<file path="config.mk">
export PLATFORM = sky130hd
export DESIGN_NAME = adder_result_buffer
export DESIGN_NICKNAME = d
export VERILOG_FILES = /design/src/rtl/adder_result_buffer.sv
export SDC_FILE = /design/constraint.sdc
export NUM_CORES = 1
export LEC_CHECK = 0
export ABC_AREA = 1
export BUFFER_PORTS_ARGS = -buffer_cell sky130_fd_sc_hd__buf_2
export CAP_MARGIN = 20
export CELL_PAD_IN_SITES_DETAIL_PLACEMENT = 1
export CELL_PAD_IN_SITES_GLOBAL_PLACEMENT = 2
export CORE_ASPECT_RATIO = 0.8
export CORE_MARGIN = 2
export CORE_UTILIZATION = 26
export CTS_CLUSTER_SIZE = 25
export DETAILED_ROUTE_END_ITERATION = 10
export PLACE_DENSITY = 0.87
export SYNTH_ARGS = -nofsm -noshare
export SYNTH_HDL_FRONTEND = slang
export SYNTH_SLANG_ARGS = --single-unit
export TNS_END_PERCENT = 5
</file>
<file path="constraint.sdc">
create_clock -name clk -period 1.59 [get_ports clk]
set_input_delay 0 -clock clk [delete_from_list [all_inputs] [get_ports clk]]
set_output_delay 0 -clock clk [all_outputs]
set_load 0.01 [all_outputs]
</file>
<file path="src/rtl/adder_result_buffer.sv">
`default_nettype none
// +--------------------------------------------------------------------------+
// | Module      : adder_result_buffer                                        |
// | Description : Registered output stage for an N-bit adder. Holds up to    |
// |               two {result, flags} entries in a head + skid buffer behind |
// |               a valid/ready handshake. It also keeps sticky flag bits    |
// |               and a saturating count of accepted results.                |
// | Revision    : 1.0 - initial release                                      |
// +--------------------------------------------------------------------------+
// Ports
//   clk          in   1   rising-edge clock
//   rst          in   1   synchronous reset, active-high
//   in_valid     in   1   upstream presents a valid adder result
//   in_ready     out  1   buffer can accept this cycle
//   in_result    in   N   adder sum
//   in_flags     in   4   [0]=zero, [1]=carry, [3:2] reserved
//   out_valid    out  1   buffered entry available
//   out_ready    in   1   downstream accepts the entry
//   out_result   out  N   head entry sum
//   out_flags    out  4   head entry flags
//   clear        in   1   clears sticky_flags and op_count (data kept)
//   sticky_flags out  4   OR of flags accepted since reset/clear
//   op_count     out  CW  entries accepted since reset/clear, saturating
module adder_result_buffer #(
  parameter int N  = 4,
  parameter int CW = 8
) (
  input  logic          clk,
  input  logic          rst,
  input  logic          in_valid,
  output logic          in_ready,
  input  logic [N-1:0]  in_result,
  input  logic [3:0]    in_flags,
  output logic          out_valid,
  input  logic          out_ready,
  output logic [N-1:0]  out_result,
  output logic [3:0]    out_flags,
  input  logic          clear,
  output logic [3:0]    sticky_flags,
  output logic [CW-1:0] op_count
);

  typedef enum logic [1:0] {
    EMPTY = 2'd0,
    ONE   = 2'd1,
    TWO   = 2'd2
  } state_t;

  state_t        state;
  logic [N-1:0]  head_result;
  logic [3:0]    head_flags;
  logic [N-1:0]  skid_result;
  logic [3:0]    skid_flags;
  logic [3:0]    sticky;
  logic [CW-1:0] count;

  logic          push;
  logic          pop;
  logic [3:0]    kept_flags;

  // Reserved flag bits are forced to zero on capture.
  assign kept_flags = in_flags & 4'b0011;

  // in_ready is decoded from registered state only; it is also held low
  // while reset is asserted so nothing is accepted during reset.
  assign in_ready  = (state != TWO) && !rst;
  assign out_valid = (state != EMPTY);
  assign push      = in_valid && in_ready;
  assign pop       = out_valid && out_ready;

  assign out_result   = head_result;
  assign out_flags    = head_flags;
  assign sticky_flags = sticky;
  assign op_count     = count;

  always_ff @(posedge clk) begin
    if (rst) begin
      state       <= EMPTY;
      head_result <= '0;
      head_flags  <= '0;
      skid_result <= '0;
      skid_flags  <= '0;
      sticky      <= '0;
      count       <= '0;
    end else begin
      case (state)
        EMPTY: begin
          if (push) begin
            head_result <= in_result;
            head_flags  <= kept_flags;
            state       <= ONE;
          end
        end
        ONE: begin
          if (push && pop) begin
            // Head drains and refills in the same cycle.
            head_result <= in_result;
            head_flags  <= kept_flags;
          end else if (push) begin
            skid_result <= in_result;
            skid_flags  <= kept_flags;
            state       <= TWO;
          end else if (pop) begin
            state <= EMPTY;
          end
        end
        TWO: begin
          if (pop) begin
            head_result <= skid_result;
            head_flags  <= skid_flags;
            state       <= ONE;
          end
        end
        default: state <= EMPTY;
      endcase

      // A clear in the same cycle as a transfer restarts the statistics
      // with that entry alone.
      if (clear) begin
        sticky <= push ? kept_flags : 4'b0000;
        count  <= push ? CW'(1) : '0;
      end else if (push) begin
        sticky <= sticky | kept_flags;
        if (count != {CW{1'b1}}) begin
          count <= count + CW'(1);
        end
      end
    end
  end

endmodule
`default_nettype wire

</file>
After elaboration in Yosys (flattened, before gate mapping). Cells that the tools add are included.

Register bits: 28. Input port bits: 13. Output and inout port bits: 22. Logic and storage cells: 54.

$add $sub $neg: 1. Eq/ne operators: 9. Multiplexer cells: 21. Bitwise gates (word level): 2. Reductions and logical operators: 14.

Operators with widths (number): 4-bit two-way mux (8); 8-bit two-way mux (3); 4-bit case mux with 3 select lines (2); 2-bit two-way mux (6); 2-bit inequality test (second input constant) (5); 8-bit by 1-bit adder with 8-bit output (second input constant) (1); 8-bit inequality test (second input constant) (1); 4-bit AND reduction (2); 2-bit case mux with 3 select lines (1); 2-bit nonzero test (3); 1-bit logical AND (4); 4-bit by 2-bit OR with 4-bit output (1); 3-bit inequality test (second input constant) (1); 3-bit AND reduction (1); 3-bit nonzero test (1); 2-bit by 1-bit equality test with 1-bit output (second input constant) (1); 2-bit equality test (second input constant) (1); 2-bit logical NOT (1); 2-bit AND reduction (1); 1-bit logical NOT (1); 1-bit two-way mux (1); 1-bit inverter (1).

Longest topological paths before layout. Gate-level depths: netlist of run 1.

Word-level depth: 6. Depth in mapped cells: 10. Mapped depth without buffers: 10.

Least setup slack after synthesis of run 1. OpenSTA, ideal clock, no wires.

Path type: reg-to-reg. Start: register count[0] (netlist: op_count[0]). End: register count[5] (netlist: op_count[5]). Setup time: 109 ps. Data arrival time: 1295 ps. Path slack: 186 ps. Cell stages (with the launch flop): 11. Path buffers: 0. Path through: dfxtp_1 > ha_1 > nand2_1 > nor2_1 > nand3_1 > nand2_4 > nand2_2 > nand2_1 > nand2_1 > nand2_1 > inv_1.

Longest elaborated chain between the ends: 4.

RTL lines: from (decl) (RTL line 55) `logic [CW-1:0] count;`; from (signal assigned) (RTL line 121) `count <= push ? CW'(1) : '0;`; from (signal assigned) (RTL line 125) `count <= count + CW'(1);`; 8-bit by 1-bit adder with 8-bit output (RTL line 125); 8-bit two-way mux (RTL line 124) `if (count != {CW{1'b1}}) begin`; 8-bit two-way mux (RTL line 122) `end else if (push) begin`; 8-bit two-way mux (RTL line 119) `if (clear) begin`.

Parallel ways exist; a longest one is shown, timed or not. The select of a mux whose other input is x is not followed. A chain may end at the register's enable or synchronous reset.

Worst setup path in the final report of run 1.
Start: register count[1] (netlist: op_count[1]). End: register count[5] (netlist: op_count[5]).

The elaborated chain is that of the path after synthesis.

==> results.toml, run 1 <==
[route]
drc = 0
ant_nets = 0
drt_iter0_drc = 28
viasPerCell = 4.41
wirelength_um = 3300
wire_per_inst_um = 11.3
drt_first_pass_iters = 2
num_vias = 1289

[die]
core_area_sq_um = 4620
rows = 22
start_util_pct = 27.1
dieHeight_um = 66.1
die_x_um = 81.6
dieArea_sq_um = 5400
num_io_pins = 35

[critical_path]
crit_required_ns = 1.77
rr_endpoint = "op_count[5]"
critPathArrivalTime_ns = 1.57
worstSetupPathType = "flop to flop"
crit_chain = "ha_1 -> nand2_1 -> nor2_2 -> nand3_2 -> nand2_4 -> nand2_2 -> nand2_1 -> nand2_1 -> nand2_1 -> inv_1"
r2r_start = "op_count[1]"
critPathCaptureType = "flop"
slowest_stage = "dfxtp_2"
crit_family = "simple AND/OR/NAND/NOR gates"
critPathLaunchType = "flop"
path_depth = 10
rr_worst_depth = 10
ff2ff_setup_slack_ns = 0.20
max_stage_delay_ns = 0.36
crit_buf_inv = 1
cp_common_cell = "nand2_1"
crit_fanout = 7

[global_routing]
antenna_found_initial = 0
grt_usage_pct = 14.0
grt_pass1_vias = 1227
overflow = 0
grt_first_pass_wirelength_um = 5640
grt_max_degree = 14

[logic_synthesis]
syn_area_per_cell_sq_um = 6.50
synth.top_cell.area_share_pct = 38.3
ys_warn_count = 0
yosysTopAreaCell = "dfxtp_1"
yosysUniqueCellTypes = 21
synth_area_leaders = "dfxtp_1 38%, nand2_1 16%, nor2_1 9.6%"
synth_area_sq_um = 1250
synth-seq-cells = 24
seq_area_frac_synth_pct = 38.3
netlist_instances = 193

[pwr]
power_density_nw_per_um2 = 791
leakage_nw = 0.811
ir_drop_mv = 0.272

[cts]
cts_post_setup_buffers_inserted = 0
cts_tree = "yes"
path_clk_slew_ns = 0.08
insertion_delay_ns = 0.27
cts_root_buf = "clkbuf_8"
cts.sinks = 24
htreeDepth = 1
cts_buffer_depth = 2
numCtsBuffers = 3

[placed_design]
port_buffers = 28
dp_hpwl_um = 2520
place_congestion = 0.799
postPlaceCellArea_sq_um = 1490

[timing]
max_freq_ghz = 0.719
min_period_ns = 1.39
whs_ns = -0.000845
skew_ns = 0.00222
maxSlewViolCount = 0
setup_tns_ns = 0
setup_violations = 0
rsz0062_at_grt = "no"
hold_viol = 2
period_share_pct = 87.5

[layout]
antenna_cells = 0
multiInputGateArea_sq_um = 631
num-nets-final = 248
seqCellArea_sq_um = 482
fin_util_pct = 34.4
drive_above_1_share_pct = 22.0
syn2layout_area_growth_pct = 27.0
nFillCells = 619
finalInstanceArea_sq_um = 1590

[min_path]
hold_path_end = "skid_flags[1]"
holdCritPathClass = "primary input to flop"
whs_path_depth = 2
hold_path_startpoint = "rst"

[outcome]
violations = "hold timing"
outcome = "finished with violations"

[run]
cap_violations = 0
[cells in the final DEF (no fill, tap or decap)]
cell type      count
a21oi_1           15
a21oi_2            1
a22o_1             2
buf_12             1
buf_2             28
buf_4              6
clkbuf_8           3
conb_1             4
dfxtp_1           23
dfxtp_2            1
dlygate4sd3_1      5
ha_1               1
inv_1             26
inv_2              3
nand2_1           52
nand2_2            1
nand2_4            2
nand3_1           12
nand3_2            1
nand3_4            1
nor2_1            31
nor2_2             2
nor3_1             2
o21ai_0            8
o21bai_2           1
[worst register-to-register path, cell delays in order, from the launching register on]
cell	delay [ns]
dfxtp_2	0.36
ha_1	0.17
nand2_1	0.10
nor2_2	0.13
nand3_2	0.11
nand2_4	0.10
nand2_2	0.12
nand2_1	0.09
nand2_1	0.05
nand2_1	0.05
inv_1	0.03
[registers in the layout, summed over array words and instances (netlist names)]
register and flops:
state 2, sticky_flags 2, op_count 8, out_flags 2
skid_result 4, skid_flags 2, out_result 4
[metal layers]
| metal | part of all wire [%] | routed length, um | GRT usage, % |
|---|---|---|---|
| met1 | 51 | 1680 | 18.8 |
| met4 | 1.5 | 49 | 5.63 |
| met5 | 0 | 0 | 0 |
| met2 | 44 | 1460 | 21.4 |
| met3 | 3.2 | 105 | 3.28 |
[layout make-up]
type                            instances  share of cell area (%)
Clock buffer                            3                    2.59
Sequential cell                        24                    30.2
Timing Repair Buffer                   40                    16.0
Multi-Input combinational cell        136                    39.6
Tap cell                               60                    4.71
Inverter                               29                    6.83
[metrics by stage]
stage / power, mW / cells / setup WS [ns]
5_1_grt: 1.34 / 292 / 0.0208
6_report: 1.26 / 292 / 0.198
3_5_place_dp: 0.897 / 284 / 0.0996
4_1_cts: 1.28 / 292 / 0.0854
2_1_floorplan: 0.813 / 196 / 0.186
3_3_place_gp: 0.893 / 284 / 0.129
[power by group]
part | total (mW) | internal, mW | switching (mW)
logic | 0.241 | 0.103 | 0.138
clock network | 0.370 | 0.170 | 0.200
registers | 0.649 | 0.632 | 0.0173
[Yosys cell counts (all sizes together)]
library cell and number:
inv 29, a22o 2, ha 1, nor2 33
clkbuf 1, o21ai 8, nor3 2, buf 6
a21oi 16, o21bai 1, conb 1, dfxtp 24
nand2 55, nand3 14
[worst max-delay path by stage]
stage / start / slack (ns) / to
after floorplan: op_count[0] / 0.19 / op_count[5]
after detailed placement: op_count[1] / 0.1 / op_count[5]
after global placement: op_count[1] / 0.13 / op_count[6]
final: op_count[1] / 0.20 / op_count[5]
after global routing: op_count[0] / 0.02 / op_count[5]
after CTS: op_count[1] / 0.09 / op_count[5]
[what timing repair did]
item	4_1_cts	5_1_grt
resized for setup	0	3
setup endpoints to repair	0	8
hold buffers	5	0
hold endpoints to repair	6	0
[kinds of logic after synthesis]
family,share of synthesized area (%)
compound gates,12.2
fa+ha+maj,0.998
buf+inv,12.9
flops,38.3
other cells,0.299
simple gates,35.3
(Power assumes the default switching activity.)
==> run 2, diff against run 1 <==
--- a/config.mk
+++ b/config.mk
@@ -15,7 +15,7 @@
 export CORE_UTILIZATION = 26
 export CTS_CLUSTER_SIZE = 25
 export DETAILED_ROUTE_END_ITERATION = 10
-export PLACE_DENSITY = 0.87
+export PLACE_DENSITY_LB_ADDON = 0.12
 export SYNTH_ARGS = -nofsm -noshare
 export SYNTH_HDL_FRONTEND = slang
 export SYNTH_SLANG_ARGS = --single-unit
==> results.toml, run 2 (synthesis gave the netlist of run 1 again) <==
[outcome]
outcome = "finished clean"

[global_routing]
overflow = 0
grt_usage_pct = 14.5
antenna_found_initial = 0
grt_first_pass_wirelength_um = 5950
grt_max_degree = 14
grt_pass1_vias = 1242

[min_path]
holdCritPathClass = "primary input to flop"
whs_path_depth = 2
hold_path_startpoint = "in_flags[0]"
hold_path_end = "sticky_flags[0]"

[route]
wire_per_inst_um = 12.1
drt_first_pass_iters = 4
wirelength_um = 3580
viasPerCell = 4.37
ant_nets = 0
drt_iter0_drc = 40
num_vias = 1299
drc = 0

[placed_design]
port_buffers = 28
dp_hpwl_um = 2740
place_congestion = 0.724
dp.cells = 288
place_ws_ns = 0.130

[pwr]
ir_drop_mv = 0.355
leakage_nw = 0.840
power_mw = 1.33
power_density_nw_per_um2 = 810

[timing]
setup_violations = 0
min_period_ns = 1.42
setup_tns_ns = 0
hold_viol = 0
whs_ns = 0.00293
max_freq_ghz = 0.703
rsz0062_at_grt = "no"
maxSlewViolCount = 0
skew_ns = 0.00409
period_share_pct = 89.5
setup_ws_ns = 0.167

[cts]
insertion_delay_ns = 0.27
cts.sinks = 24
htreeDepth = 1
path_clk_slew_ns = 0.09
numCtsBuffers = 3
cts_buffer_depth = 2
cts_tree = "yes"
cts_root_buf = "clkbuf_8"

[die]
core_area_sq_um = 4620
num_io_pins = 35
dieArea_sq_um = 5400
rows = 22
start_util_pct = 27.1
dieHeight_um = 66.1
die_x_um = 81.6

[critical_path]
rr_worst_depth = 10
r2r_start = "op_count[0]"
crit_chain = "ha_1 -> nand2_1 -> nor2_2 -> nand3_1 -> nand2_4 -> nand2_2 -> nand2_1 -> nand2_1 -> nand2_1 -> inv_1"
critPathCaptureType = "flop"
max_stage_delay_ns = 0.34
worstSetupPathType = "flop to flop"
critPathLaunchType = "flop"
crit_fanout = 7
ff2ff_setup_slack_ns = 0.17
crit_required_ns = 1.77
critPathArrivalTime_ns = 1.60
slowest_stage = "dfxtp_1"
rr_endpoint = "op_count[6]"
cp_common_cell = "nand2_1"

[layout]
syn2layout_area_growth_pct = 31.0
drive_above_1_share_pct = 22.8
num-nets-final = 252
antenna_cells = 0
fin_cells = 297
final_common_cell = "nand2_1"
largest_register_ffs = 8
mostFrequentLayoutCells = "52 x nand2_1, 31 x nor2_1, 28 x buf_2, 26 x inv_1, 24 x dfxtp_1"

[run]
cap_violations = 0
## run 2: changes by cell type in the layout (fill, tap and decap cells not counted), sizes merged
| cell | change |
|---|---|
| buf | +4 |
| clkbuf | +1 |
## run 2: what timing repair did
item / CTS / global route
resized for setup: 0 / 1
endpoints found under the setup margin: 0 / 2
buffers inserted: 0 / 0
endpoints found under the hold margin: 6 / 0
hold buffers: 5 / 0
## run 2: per-layer routing
layer | GRT usage, % | routed length [um] | vias up
met4 | 2.50 | 18 | 0
met2 | 22.3 | 1500 | 22
met3 | 3.69 | 128 | 2
met1 | 20.6 | 1940 | 598
met5 | 0 | 0 | -
li1 | - | - | 677
## run 2: worst max-delay path: cells and delay by family (launching register included)
kind / cells / cell delay, ns
fa+ha+maj: 1 / 0.18
simple gates: 8 / 0.79
buf+inv: 1 / 0.03
flops: 1 / 0.34
## run 2: power by group
group          internal (mW)  switching, mW
clock                  0.221          0.201
sequential             0.631         0.0169
combinational          0.115          0.146
## run 2: per-stage QoR
step | cell area, sq um | util (%)
CTS | 1640 | 35.5
finish | 1640 | 35.5
detailed placement | 1540 | 33.2
floorplan | 1260 | -
global route | 1640 | 35.5
global placement | 1540 | 33.2
## run 2: how the worst max path moves through the flow
stage               cells past startpoint           to   startpoint  slack [ns]
global route                           10  op_count[5]  op_count[0]        0.03
floorplan                              10  op_count[5]  op_count[0]        0.19
detailed placement                     10  op_count[6]  op_count[0]        0.13
global placement                       10  op_count[6]  op_count[0]        0.17
finish                                 10  op_count[6]  op_count[0]        0.17
CTS                                    10  op_count[6]  op_count[0]        0.12
## run 2: layout make-up
cell class                      instances  area (sq um)
Sequential cell                        24           480
Timing Repair Buffer                   44           298
Clock buffer                            4          55.1
Multi-Input combinational cell        136           626
Tap cell                               60          75.1
Inverter                               29           109
Fill cell                             633          2980
